**src/rtl/adder_pipe_arbiter.sv**
```systemverilog
// Four-way scheduler sharing a 2-stage nibble-split 8-bit adder, with flush FSM.
// Define ADDER_ARB_FIXED_PRI_EN for fixed priority (lowest index wins).
module adder_pipe_arbiter #(
  parameter int NREQ = 4
) (
  input  logic                     enable,
  input  logic                     rst,
  input  logic [NREQ-1:0]          req,
  input  logic [8*NREQ-1:0]        a_in,
  input  logic [8*NREQ-1:0]        b_in,
  input  logic [NREQ-1:0]          cin_in,
  output logic [NREQ-1:0]          gnt,
  output logic                     rsp_valid,
  output logic [$clog2(NREQ)-1:0]  rsp_id,
  output logic [7:0]               rsp_sum,
  output logic                     rsp_cout,
  input  logic                     flush_req,
  output logic                     flush_done
);

  localparam int IDW = $clog2(NREQ);

  typedef enum logic [1:0] {
    RUN,
    DRAIN,
    HALT
  } state_t;

  typedef struct packed {
    logic           valid;
    logic [IDW-1:0] id;
    logic [3:0]     low;
    logic           c4;
    logic [3:0]     a_hi;
    logic [3:0]     b_hi;
  } s1_t;

  state_t         state;
  state_t         state_next;
  logic           run_ok;
  logic           done_next;
  logic           hit;
  logic           issue;
  logic [IDW-1:0] pick;
  logic [7:0]     a_sel;
  logic [7:0]     b_sel;
  logic           cin_sel;
  logic [4:0]     lo_sum;
  logic [4:0]     hi_sum;
  s1_t            s1;

  always_ff @(posedge enable or posedge rst) begin
    if (rst) state <= RUN;
    else     state <= state_next;
  end

  // The op held in the response register retires this cycle,
  // so only stage 1 can still be carrying work.
  always_comb begin
    state_next = state;
    unique case (state)
      RUN:     if (flush_req) state_next = DRAIN;
      DRAIN:   if (!s1.valid) state_next = HALT;
      HALT:    if (!flush_req) state_next = RUN;
      default: state_next = RUN;
    endcase
  end

  always_comb begin
    run_ok    = (state == RUN) && !flush_req && !rst;
    done_next = (state_next == HALT);
  end

  always_ff @(posedge enable or posedge rst) begin
    if (rst) flush_done <= 1'b0;
    else     flush_done <= done_next;
  end

`ifdef ADDER_ARB_FIXED_PRI_EN
  always_comb begin
    hit  = 1'b0;
    pick = '0;
    for (int i = 0; i < NREQ; i++) begin
      if (!hit && req[i]) begin
        hit  = 1'b1;
        pick = IDW'(i);
      end
    end
  end
`else
  logic [IDW-1:0] ptr;
  logic [IDW-1:0] cand;

  // Search starts one past the last winner and wraps.
  always_comb begin
    hit  = 1'b0;
    pick = '0;
    cand = '0;
    for (int k = 1; k <= NREQ; k++) begin
      cand = ptr + IDW'(k);
      if (!hit && req[cand]) begin
        hit  = 1'b1;
        pick = cand;
      end
    end
  end

  always_ff @(posedge enable or posedge rst) begin
    if (rst)        ptr <= IDW'(NREQ - 1);
    else if (issue) ptr <= pick;
  end
`endif

  assign issue = run_ok && hit;
  assign gnt   = issue ? (NREQ'(1) << pick) : '0;

  always_comb begin
    a_sel   = '0;
    b_sel   = '0;
    cin_sel = 1'b0;
    for (int i = 0; i < NREQ; i++) begin
      if (pick == IDW'(i)) begin
        a_sel   = a_in[8*i +: 8];
        b_sel   = b_in[8*i +: 8];
        cin_sel = cin_in[i];
      end
    end
  end

  assign lo_sum = {1'b0, a_sel[3:0]}
                + {1'b0, b_sel[3:0]}
                + {4'b0, cin_sel};

  always_ff @(posedge enable or posedge rst) begin
    if (rst) begin
      s1 <= '0;
    end else begin
      s1.valid <= issue;
      if (issue) begin
        s1.id   <= pick;
        s1.low  <= lo_sum[3:0];
        s1.c4   <= lo_sum[4];
        s1.a_hi <= a_sel[7:4];
        s1.b_hi <= b_sel[7:4];
      end
    end
  end

  assign hi_sum = {1'b0, s1.a_hi}
                + {1'b0, s1.b_hi}
                + {4'b0, s1.c4};

  always_ff @(posedge enable or posedge rst) begin
    if (rst) begin
      rsp_valid <= 1'b0;
      rsp_id    <= '0;
      rsp_sum   <= '0;
      rsp_cout  <= 1'b0;
    end else begin
      rsp_valid <= s1.valid;
      if (s1.valid) begin
        rsp_id   <= s1.id;
        rsp_sum  <= {hi_sum[3:0], s1.low};
        rsp_cout <= hi_sum[4];
      end
    end
  end

endmodule

```
**config.mk**
```make
export PLATFORM = sky130hd
export DESIGN_NAME = adder_pipe_arbiter
export DESIGN_NICKNAME = d
export VERILOG_FILES = /design/src/rtl/adder_pipe_arbiter.sv
export SDC_FILE = /design/constraint.sdc
export NUM_CORES = 1
export LEC_CHECK = 0
export ABC_AREA = 1
export CAP_MARGIN = 20
export CORE_AREA = 2 2 67 85
export CTS_CLUSTER_DIAMETER = 80
export DETAILED_ROUTE_END_ITERATION = 10
export DIE_AREA = 0 0 69 87
export PLACE_DENSITY_LB_ADDON = 0.3
export SYNTH_ARGS = -nofsm -noshare
export SYNTH_HDL_FRONTEND = slang
export SYNTH_SLANG_ARGS = --single-unit
```
**constraint.sdc**
```tcl
create_clock -name enable -period 5.6 [get_ports enable]
set_input_delay 1.12 -clock enable [delete_from_list [all_inputs] [get_ports enable]]
set_output_delay 1.12 -clock enable [all_outputs]
set_load 0.05 [all_outputs]
```
==> flow_summary_export.csv <==
group,metric,value,unit
status,status,"completed",
power,finalPower,2.55,mW
clocking,ctsHoldBuffers,0,
critical_path,cpMaxStageDelayCell,"clkdlybuf4s50_1",
floorplan,die_y,87,µm
synthesis,synth_compound_area_frac,0.0873,
synthesis,synthAdderAreaFrac,0.0644,
critical_path,crit_chain,"clkdlybuf4s50_1, inv_1, nand2_1, nand3_1, nand2_1, nor2_4, nand4_1, nand2_4, nand2_4, nor2_1, clkdlybuf4s50_1",
route,drtIter0Drc,119,
timing,fin_crit,4.74,ns
synthesis,async_flop_share,1.00,
route,wire_per_inst,12.1,µm
timing,fin_setup_tns,0,ns
clocking,tritoncts,"done",
critical_path,critPathLaunchType,"input pin",
timing,rsz0062_at_grt,"no",
timing,fmax,0.211,GHz
grt,grt_pass1_vias,2375,
critical_path,startpoint,"req[3]",
clocking,cts.clk_slew.worst_paths,0.07,ns
grt,antenna_found_initial,0,
timing,worstMarginPinSlew,0.512,ns
synthesis,synthXorXnorAreaFrac,0.0109,
power,total_leakage_power,1.71,nW
synthesis,syn_nets,426,
synthesis,ys_seq_area_frac,0.344,
synthesis,ys_seq_elements,33,
synthesis,yosysUniqueCellTypes,33,
synthesis,netlist.area_leader.share,0.322,
critical_path,crit_type,"input pin to output port",
synthesis,synthSimpleGateAreaFrac,0.374,
floorplan,std_cell_rows,30,
floorplan,io_pins,92,
finish,design_area,3420,µm²
floorplan,start_util,0.458,
timing,finalCritPeriodShare,0.847,
critical_path,cp-end-kind,"output port",
place,gp_congestion,0.909,
synthesis,synth_top_family_by_area,"simple AND/OR/NAND/NOR gates",
grt,overflow,0,
grt,busiest_layer,"met2",
timing,final_hold_viol_count,0,
power,peakVddDrop,0.000411,V
grt,grt_max_degree,31,
grt,grtUsageMet3,0.0486,
finish,fin_nets,515,
clocking,root_buffer,"clkbuf_8",
timing,slew_violations,0,
critical_path,r2r_start,"ptr[0]$_DFFE_PP1P_",
hold_path,hold_start,"rsp_sum[3]$_DFFE_PP0P_",
clocking,insertion_delay,0.28,ns
critical_path,cp_data_required_time,4.48,ns
synthesis,yosys-top-cells-count,"134 x nand2_1, 37 x inv_1, 31 x dfrtp_1, 27 x nand3_1, 26 x o21ai_0",
place,dpl-instance-area,3300,µm²
synthesis,netlist_instances,341,
place,hpwl,4880,µm
place,place_ws,0.886,ns
clocking,cts_buffer_depth,2,
critical_path,path_delay_family,"buffers and inverters",
floorplan,core_area,5260,µm²
synthesis,muxShareOfSynthArea,0,
timing,relSlewSlack,0.658,
clocking,cts_buffers,5,
job,maxCapViolCount,0,
finish,antenna_cells,0,
synthesis,yosys.area.top_type,"dfrtp_1",
grt,grt_pass1_wl,10200,µm
critical_path,path_buf_inv,3,
route,routed_wl,6010,µm
timing,fin_hold_ws,0.470,ns
synthesis,synth.cell_area,2410,µm²
synthesis,yosys_warnings,0,
grt,grt_use_met1,0.245,
clocking,cts_resized,0,
grt,grt_use_met2,0.369,
critical_path,worst-endpoint-arrival,3.62,ns
floorplan,die-area,6000,µm²
timing,setup_viol,0,
critical_path,slowest_delay,0.81,ns
clocking,h-tree-depth,2,
grt,grt_use_total,0.211,
timing,fin_worst_skew,0.00706,ns
critical_path,critPathMaxFanout,23,
synthesis,syn_avg_cell_area,7.06,µm²
synthesis,synth_edf_count,0,
floorplan,die_x,69,µm
finish,layout-drive-gt1-share,0.0766,
route,viasPerCell,5.03,
route,antenna_left,0,
synthesis,synth_area_leaders,"dfrtp_1 32%, nand2_1 21%, inv_1 5.8%",
timing,layout_setup_ws,0.859,ns
clocking,post_cts_buffers,0,
power,power_density,745,nW/µm²
route,vias,2490,
hold_path,hold_class,"register to register",
finish,syn_to_final_growth,42.0,%
synthesis,yosysMostFrequentCell,"nand2_1",
route,drc_errors,0,
synthesis,synth_ff_type,"dfrtp_1",
clocking,clock_sinks,33,
place,portBuffers,91,
route,first_pass_iters,4,
-- per-layer routing --
metal  up-vias  wire (µm)
li1       1265          -
met1      1108       2430
met2       100       2940
met3        17        451
met4         0        193
met5         -          0
-- path summary, 6_finish.rpt --
path                       slack [ns]                endpoint  cells past startpoint
max in group asynchronous        3.94      ptr[1]$_DFFE_PP1P_                      3
max                              0.86                  gnt[3]                     11
max reg2reg                      2.29      s1[10]$_DFFE_PP0P_                     16
min                              0.47  rsp_sum[3]$_DFFE_PP0P_                      2
min reg2reg                      0.47  rsp_sum[3]$_DFFE_PP0P_                      2
min in group asynchronous        1.05      state[0]$_DFF_PP0_                      2
-- cell families after synthesis --
kind of cell	Yosys count
and+or+nand+nor	201
buffers and inverters	54
DFF	33
adders and majority gates	10
AOI/OAI and AO/OA	40
xor gates and xnor gates	3
-- per-stage QoR --
stage               utilization  std cells
detailed placement        0.628        487
finish                    0.650        495
floorplan                     -        341
global placement          0.628        487
global route              0.650        495
CTS                       0.650        495
-- cell usage in the layout, fill, tap and decap left out, types with 5 or more instances in the layout --
master	instances
a21oi_1	5
nand2_2	8
nor2_1	8
clkdlybuf4s50_1	91
nand3_1	27
nand2_1	134
o21ai_0	26
ha_1	6
inv_1	37
clkbuf_8	6
dfrtp_1	31
nand4_1	11
-- worst register-to-register path, delay by kind of cell, from the launching register on --
| kind | cells | cell delay (ns) |
|---|---|---|
| fa+ha+maj | 2 | 0.87 |
| buf+inv | 3 | 0.21 |
| flops | 1 | 0.68 |
| simple gates | 10 | 1.31 |
| compound gates | 1 | 0.17 |
-- flip-flops by register name, indices dropped and copies added (netlist names) --
| signal | count |
|---|---|
| rsp_id | 2 |
| rsp_sum | 8 |
| rsp_valid | 1 |
| rsp_cout | 1 |
| s1 | 16 |
| ptr | 2 |
| flush_done | 1 |
| state | 2 |
-- area by class of cell --
cell class,instances,area (µm²)
fill,492,1840
clock inverter,1,30.0
timing repair buffer,95,941
clock buffer,7,86.3
sequential,33,828
multi-input combinational,254,1290
inverter,41,161
tap,64,80.1
-- power breakdown --
part	switching, mW	internal [mW]
clock network	0.0812	0.145
registers	0.0767	0.351
logic	1.20	0.690
total	1.36	1.19
(Power assumes the default switching activity.)
